### src/rtl/reg_dump_controller_pkg.sv
// Shared types and constants for the register-dump debug sequencer.
package reg_dump_controller_pkg;

  localparam int unsigned ADDR_W = 5;
  localparam int unsigned PC_W   = 32;

  typedef enum logic [2:0] {
    DUMP_IDLE,
    DUMP_DRAIN,
    DUMP_READ,
    DUMP_SEND,
    DUMP_LOAD_PC,
    DUMP_SEND_PC,
    DUMP_DONE
  } dump_state_e;

endpackage

### src/rtl/reg_dump_controller_if.sv
// Read-port override and debug word stream between the dump sequencer and its neighbours.
interface reg_dump_controller_if #(
  parameter int unsigned DATA_W = 32
);

  logic                                       o_rd_sel;
  logic [reg_dump_controller_pkg::ADDR_W-1:0] o_rd_addr;
  logic [DATA_W-1:0]                          i_rd_data;
  logic                                       o_dbg_valid;
  logic [DATA_W-1:0]                          o_dbg_data;
  logic                                       i_dbg_ready;

  modport master (
    output o_rd_sel, o_rd_addr, o_dbg_valid, o_dbg_data,
    input  i_rd_data, i_dbg_ready
  );

  modport slave (
    input  o_rd_sel, o_rd_addr, o_dbg_valid, o_dbg_data,
    output i_rd_data, i_dbg_ready
  );

endinterface

### src/rtl/reg_dump_controller.sv
// Halts the pipeline and streams the register bank out one word per handshake.
// Optional macro REG_DUMP_PC_EN appends the PC captured at request acceptance as a final word.
module reg_dump_controller
  import reg_dump_controller_pkg::*;
#(
  parameter int unsigned NUM_REGS     = 32,
  parameter int unsigned DATA_W       = 32,
  parameter int unsigned DRAIN_CYCLES = 4
) (
  input  logic                         clk,
  input  logic                         reset,
  input  logic                         i_dump_req,
  input  logic [PC_W-1:0]              i_pc,
  output logic                         o_stall,
  output logic                         o_busy,
  output logic                         o_done,
  reg_dump_controller_if.master        bus
);

  localparam int unsigned CNT_W = (DRAIN_CYCLES < 2) ? 1 : $clog2(DRAIN_CYCLES + 1);
  localparam logic [ADDR_W-1:0] LAST_IDX  = ADDR_W'(NUM_REGS - 1);
  localparam logic [CNT_W-1:0]  DRAIN_END = CNT_W'(DRAIN_CYCLES - 1);

  dump_state_e        r_state;
  dump_state_e        w_next;
  logic [ADDR_W-1:0]  r_idx;
  logic [CNT_W-1:0]   r_cnt;
  logic [DATA_W-1:0]  r_data;
  logic               w_start;
  logic               w_advance;

`ifdef REG_DUMP_PC_EN
  logic [PC_W-1:0]    r_pc;
`else
  logic               w_unused_pc;
  assign w_unused_pc = ^i_pc;
`endif

  // State register plus index, drain counter, data and PC capture
  always_ff @(posedge clk) begin
    if (!reset) begin
      r_state <= DUMP_IDLE;
      r_idx   <= '0;
      r_cnt   <= '0;
      r_data  <= '0;
`ifdef REG_DUMP_PC_EN
      r_pc    <= '0;
`endif
    end else begin
      r_state <= w_next;
      if (w_start) begin
        r_idx <= '0;
        r_cnt <= '0;
`ifdef REG_DUMP_PC_EN
        r_pc  <= i_pc;
`endif
      end
      if (r_state == DUMP_DRAIN) r_cnt <= r_cnt + CNT_W'(1);
      if (r_state == DUMP_READ) r_data <= bus.i_rd_data;
      if (w_advance) r_idx <= r_idx + ADDR_W'(1);
`ifdef REG_DUMP_PC_EN
      // PC gets its own load cycle so every word keeps the two-cycle cadence
      if (r_state == DUMP_LOAD_PC) r_data <= DATA_W'(r_pc);
`endif
    end
  end

  // Next-state and state-decoded outputs
  always_comb begin
    w_next          = r_state;
    w_start         = 1'b0;
    w_advance       = 1'b0;
    o_stall         = 1'b1;
    o_busy          = 1'b1;
    o_done          = 1'b0;
    bus.o_rd_sel    = 1'b0;
    bus.o_rd_addr   = '0;
    bus.o_dbg_valid = 1'b0;
    bus.o_dbg_data  = '0;
    case (r_state)
      DUMP_IDLE: begin
        o_stall = 1'b0;
        o_busy  = 1'b0;
        if (i_dump_req) begin
          w_start = 1'b1;
          w_next  = DUMP_DRAIN;
        end
      end
      DUMP_DRAIN: begin
        if (r_cnt == DRAIN_END) w_next = DUMP_READ;
      end
      DUMP_READ: begin
        bus.o_rd_sel  = 1'b1;
        bus.o_rd_addr = r_idx;
        w_next        = DUMP_SEND;
      end
      DUMP_SEND: begin
        bus.o_dbg_valid = 1'b1;
        bus.o_dbg_data  = r_data;
        if (bus.i_dbg_ready) begin
          if (r_idx == LAST_IDX) begin
`ifdef REG_DUMP_PC_EN
            w_next = DUMP_LOAD_PC;
`else
            w_next = DUMP_DONE;
`endif
          end else begin
            w_advance = 1'b1;
            w_next    = DUMP_READ;
          end
        end
      end
`ifdef REG_DUMP_PC_EN
      DUMP_LOAD_PC: begin
        w_next = DUMP_SEND_PC;
      end
      DUMP_SEND_PC: begin
        bus.o_dbg_valid = 1'b1;
        bus.o_dbg_data  = r_data;
        if (bus.i_dbg_ready) w_next = DUMP_DONE;
      end
`endif
      DUMP_DONE: begin
        o_done = 1'b1;
        w_next = DUMP_IDLE;
      end
      default: begin
        w_next = DUMP_IDLE;
      end
    endcase
  end

endmodule

### src/flat_wrapper.sv
// flat-port wrapper written by rule: the top's interface ports become plain ports
module reg_dump_controller_flat import reg_dump_controller_pkg::*;
#(
  parameter int unsigned NUM_REGS     = 32,
  parameter int unsigned DATA_W       = 32,
  parameter int unsigned DRAIN_CYCLES = 4
)
  (clk, reset, i_dump_req, i_pc, o_stall, o_busy, o_done, bus_o_rd_sel, bus_o_rd_addr, bus_o_dbg_valid, bus_o_dbg_data, bus_i_rd_data, bus_i_dbg_ready);
  reg_dump_controller_if #(.DATA_W(DATA_W)) bus_i ();
  input  logic clk;
  input  logic reset;
  input  logic i_dump_req;
  input  logic [PC_W-1:0] i_pc;
  output logic o_stall;
  output logic o_busy;
  output logic o_done;
  output wire logic [$bits(bus_i.o_rd_sel)-1:0] bus_o_rd_sel;
  output wire logic [$bits(bus_i.o_rd_addr)-1:0] bus_o_rd_addr;
  output wire logic [$bits(bus_i.o_dbg_valid)-1:0] bus_o_dbg_valid;
  output wire logic [$bits(bus_i.o_dbg_data)-1:0] bus_o_dbg_data;
  input wire logic [$bits(bus_i.i_rd_data)-1:0] bus_i_rd_data;
  input wire logic [$bits(bus_i.i_dbg_ready)-1:0] bus_i_dbg_ready;
  assign bus_o_rd_sel = bus_i.o_rd_sel;
  assign bus_o_rd_addr = bus_i.o_rd_addr;
  assign bus_o_dbg_valid = bus_i.o_dbg_valid;
  assign bus_o_dbg_data = bus_i.o_dbg_data;
  assign bus_i.i_rd_data = bus_i_rd_data;
  assign bus_i.i_dbg_ready = bus_i_dbg_ready;
  reg_dump_controller #(.NUM_REGS(NUM_REGS), .DATA_W(DATA_W), .DRAIN_CYCLES(DRAIN_CYCLES)) u_core (.clk(clk), .reset(reset), .i_dump_req(i_dump_req), .i_pc(i_pc), .o_stall(o_stall), .o_busy(o_busy), .o_done(o_done), .bus(bus_i));
endmodule
### config.mk
export PLATFORM = sky130hd
export DESIGN_NAME = reg_dump_controller_flat
export DESIGN_NICKNAME = d
export VERILOG_FILES = /design/src/rtl/reg_dump_controller_pkg.sv /design/src/rtl/reg_dump_controller_if.sv /design/src/rtl/reg_dump_controller.sv /design/src/flat_wrapper.sv
export SDC_FILE = /design/constraint.sdc
export NUM_CORES = 1
export LEC_CHECK = 0
export BUFFER_PORTS_ARGS = -buffer_cell sky130_fd_sc_hd__buf_4
export CAP_MARGIN = 0
export CORE_MARGIN = 2
export CORE_UTILIZATION = 45
export CTS_BUF_LIST = sky130_fd_sc_hd__clkbuf_4 sky130_fd_sc_hd__clkbuf_8
export DETAILED_ROUTE_END_ITERATION = 6
export PLACE_DENSITY = 0.89
export SLEW_MARGIN = 25
export SYNTH_ARGS = -nofsm -noshare
export SYNTH_HDL_FRONTEND = slang
export SYNTH_SLANG_ARGS = --single-unit
### constraint.sdc
create_clock -name clk -period 2.09 [get_ports clk]
set_input_delay 0.209 -clock clk [delete_from_list [all_inputs] [get_ports clk]]
set_output_delay 0.209 -clock clk [all_outputs]
set_load 0.05 [all_outputs]
### Word level (Yosys, flattened, before mapping)

Index checks and enable logic that the tools add are counted.

* add/sub/neg operators: 2
* eq/ne operators: 9
* muxes and demuxes: 20
* reductions and logical operators: 4

Operator list (number)
* $mux W32: 1
* $mux W3: 6
* $mux W5: 3
* $pmux W3 S4: 1
* $eq A3 B2 Y1 const B: 3
* $mux W1: 9
* $ne A2 B2 Y1 const B: 3
* $add A5 B1 Y5 const B: 1
* $eq A5 B5 Y1 const B: 1
* $reduce_bool A2 Y1: 2
* $add A3 B1 Y3 const B: 1
* $eq A3 B1 Y1 const B: 1
* $eq A3 B3 Y1 const B: 1
* $logic_not A3 Y1: 1
* $reduce_and A3 Y1: 1

* register bits after elaboration: 43
* bits of input ports: 68
* logic and storage cells: 39

### Longest topological paths before layout

* word-level depth: 5
* gate-level depth with buffers: 7
* depth with buffers taken out: 6

### Worst setup path after synthesis

No wires, ideal clock.

* kind: reg-to-output
* start point: register u_core.r_state[2]
* end point: output o_done
* arrival time: 1.933 ns
* required time: 1.881 ns
* slack: -0.052 ns
* cell stages (with the launch flop): 4
* path buffers: 1
* path through: dfxtp_1 > clkbuf_1 > inv_1 > nor3b_1

* word-level cells in the longest chain between the ends: 2

Ends and longest elaborated chain
* start, declared: line reg_dump_controller.sv:24 `dump_state_e r_state;`
* start signal, assigned: line reg_dump_controller.sv:50 `r_state <= w_next;`
* $eq A3 B3 Y1: line reg_dump_controller.sv:80 `case (r_state)`
* $mux W1: line reg_dump_controller.sv:80
* end, declared: line flat_wrapper.sv:16 `output logic o_done;`

No other way between the ends.

### Worst setup path after layout

* start point: register u_core.r_idx[0]
* end point: register u_core.r_idx[3]

* word-level cells in the longest chain between the ends: 5
* elaborated cells between the ends (all ways): 7
* those cells by class: add/sub: 1; eq/ne: 1; mux: 4; reduce/logical: 1

Ends and longest elaborated chain
* start, declared: line reg_dump_controller.sv:26 `logic [ADDR_W-1:0] r_idx;`
* start signal, assigned: line reg_dump_controller.sv:60 `if (w_advance) r_idx <= r_idx + ADDR_W'(1);`
* $eq A5 B5 Y1: line reg_dump_controller.sv:101 `if (r_idx == LAST_IDX) begin`
* $mux W1: line reg_dump_controller.sv:101
* $mux W1: line reg_dump_controller.sv:100 `if (bus.i_dbg_ready) begin`
* $mux W1: line reg_dump_controller.sv:80
* $mux W5 or $reduce_bool A2 Y1 (tied branches)

Parallel ways exist; a longest one is shown, timed or not.
A chain may end at the register's enable or synchronous reset.

==> summary.txt <==
Setup path
  – Maximum fanout along the worst path: 5
  – Setup crit end: u_core.r_idx[3]
  – Worst setup SP type: flip-flop
  – Worst Setup SP: u_core.r_idx[0]
  – Worst path most repeated cell: ha_1
  – Crit-path max cell delay: 0.51 ns
  – Crit path arrival time: 2.18 ns
  – Worst r2r src: u_core.r_idx[0]
  – Worst Path Buf+Inv: 0
  – Worst Path Required: 2.31 ns
  – CP top delay family: simple AND/OR/NAND/NOR gates
  – FF-to-FF End: u_core.r_idx[3]
  – Worst path cell trace: ha_1 -> and3_1 -> ha_1 -> nand4b_1 -> or4_1 -> a31oi_1
  – Worst setup path category: reg -> reg
  – Critical Path Slowest Stage Cell: or4_1
  – Worst Setup End Kind: flip-flop
  – Flop2flop setup slack: 0.13 ns
  – Crit path depth: 6
  – Worst Reg-to-Reg Cells: 6

Yosys
  – Yosys cell types: 31
  – Ys async rst share: 0
  – Yosys warnings: 0
  – EDFF count, synth: 0
  – Syn nets: 323
  – Post-synth top area share: 0.441
  – Sequential share of the synthesized area: 0.441
  – Most used DFF post-synth: dfxtp_1
  – Post-Syn Instances: 251
  – FF+latch count, synth: 43
  – Synth top area cells: dfxtp_1, nand2_1, and2_1, a21oi_1, ha_1
  – Synth area leader: dfxtp_1
  – Synthesized cell area: 0.00195 mm^2
  – Syn avg cell area: 7.78 um^2

GRT
  – Initial antenna violation count: 0
  – Gr usage total: 0.192
  – First-pass GRT wire length: 7810 um
  – Vias in the first global route: 1747
  – Congestion Overflow GR: 0
  – Largest net degree at the start of global routing: 33

Die
  – Core area: 0.00409 mm^2
  – Total Die Area: 0.00488 mm^2
  – Ports: 110
  – Chip Width: 69.9 um
  – Initial core utilization: 0.478
  – Die Y: 69.9 um
  – Rows: 23

Power
  – Leakage power: 1.14 nW
  – Max rail drop VDD: 399 uV
  – Power per cell area: 565 mW/mm^2

Clock tree
  – Clk_lat worst skew: 0.29 ns
  – Post-CTS Repair Setup Buffers: 0
  – CTS tree: built
  – CTS root buf: clkbuf_8
  – Hold buffer count at cts: 0
  – Longest Clk Path Bufs: 2
  – H-tree depth: 2
  – CTS sink count: 43
  – Worst-path clk slew: 0.08 ns
  – Total CTS buffers: 5

Layout
  – Area Growth Syn to Fin: 37.0%
  – Commonest non-fill, non-tap cell in the layout: buf_4
  – N_diodes: 0
  – Layout Cells excl Fill: 375
  – Layout Nets: 396
  – Commonest cells after routing, fill and taps aside: buf_4, nand2_1, dfxtp_1
  – Layout fillers: 367
  – Share of cells above drive strength 1: 0.305
  – Final core occ: 0.655

Drt
  – DRT iter0 DRCs: 137
  – DRT Pass-1 Iters: 5
  – WL per Instance: 12.2 um
  – Via Count: 1906
  – DR DRC count: 0
  – Total routed wirelength: 4580 um
  – Vias/cell: 5.08
  – Final ANT Viol Nets: 0

Placed design
  – Placed cells: 367
  – HPWL after DPL: 3300 um
  – Post-Place Worst Slack: 0.133 ns
  – GPL Wtd Cong: 0.823
  – Port bufs: 77

Status
  – Result of the run: finished clean

Timing
  – Fin crit period: 1.96 ns
  – Endpoints failing setup: 0
  – RSZ-0062 raised after global routing: no
  – Slew margin rel.: 0.781
  – F_max: 510 MHz
  – Hold WS: 0.165 ns
  – Worst-margin pin slew: 0.329 ns
  – Max Slew Vio Count: 0
  – Clock skew: 0.00530 ns
  – Final Hold Vio Count: 0
  – Worst setup margin: 0.129 ns
  – Setup TNS: 0 ns
  – Fin crit share: 0.938

Job
  – Max-cap violations: 0

Worst hold path
  – HP Class: in -> reg
-- sequential cells by signal, indices dropped and copies added, names as in the netlist --
register        cells
u_core.r_idx        5
u_core.r_cnt        3
u_core.r_data      32
u_core.r_state      3
-- cells by family (layout without fill, tap and decap cells) --
logic type / count (synthesis) / after routing / share of synthesized area
compound gates: 51 / 51 / 0.139
fa+ha+maj: 4 / 4 / 0.0256
buf+inv: 23 / 97 / 0.0609
flops: 43 / 43 / 0.441
mux: 1 / 1 / 0.00577
simple gates: 129 / 129 / 0.328
-- cells in the mapped netlist, drive strengths merged, types with 2 or more instances --
library cell,instances
nor3,2
dfxtp,43
o211ai,5
nand3,4
ha,4
nand2,67
and2,37
a21oi,40
o21ai,4
nor3b,2
nor2,4
inv,3
buf,8
clkbuf,11
or3,2
nand3b,2
-- where the power goes --
part | internal [W] | switching, W
logic | 0.0000566 | 0.0000468
clock network | 0.000315 | 0.000269
registers | 0.000823 | 0.00000399
total | 0.00119 | 0.000320
-- worst min-delay path by stage --
stage	from	endpoint	slack, ns	cells after the start
CTS	bus_i_rd_data[14]	u_core.r_data[14]	0.16	3
finish	bus_i_rd_data[14]	u_core.r_data[14]	0.17	3
global placement	u_core.r_data[14]	u_core.r_data[14]	0.44	2
global route	bus_i_rd_data[19]	u_core.r_data[19]	0.15	3
floorplan	bus_i_dbg_ready	u_core.r_state[2]	0.33	2
detailed placement	u_core.r_data[14]	u_core.r_data[14]	0.44	2
-- worst reg2reg max path, cell delays in order, from the launching register on --
cell	delay, ns
dfxtp_1	0.35
ha_1	0.23
and3_1	0.19
ha_1	0.22
nand4b_1	0.26
or4_1	0.51
a31oi_1	0.13
-- repair_timing --
action,4_1_cts,5_1_grt
resized for setup,0,1
endpoints found under the setup margin,0,8
endpoints found under the hold margin,0,0
-- per-stage QoR --
stage | total power, W | area (um^2)
after floorplan | 0.000885 | 1960
after global placement | 0.000946 | 2570
after detailed placement | 0.000949 | 2570
after CTS | 0.00153 | 2680
after global routing | 0.00158 | 2680
final | 0.00151 | 2680
-- layout make-up --
type / count / area (um^2) / area share
multi-input cells: 185 / 981 / 0.367
flip-flops and latches: 43 / 862 / 0.322
repair buffers: 85 / 651 / 0.243
clock buffers: 8 / 104 / 0.0388
well taps: 50 / 62.6 / 0.0234
inverters: 4 / 16.3 / 0.00608
-- layer usage --
metal | vias up | track usage | share of wire
li1 | 970 | - | -
met5 | - | 0 | 0
met2 | 58 | 0.331 | 0.48
met4 | 0 | 0.0513 | 0.0074
met3 | 2 | 0.0505 | 0.062
met1 | 876 | 0.237 | 0.45
Note: power is estimated with default switching activity, not from simulation.
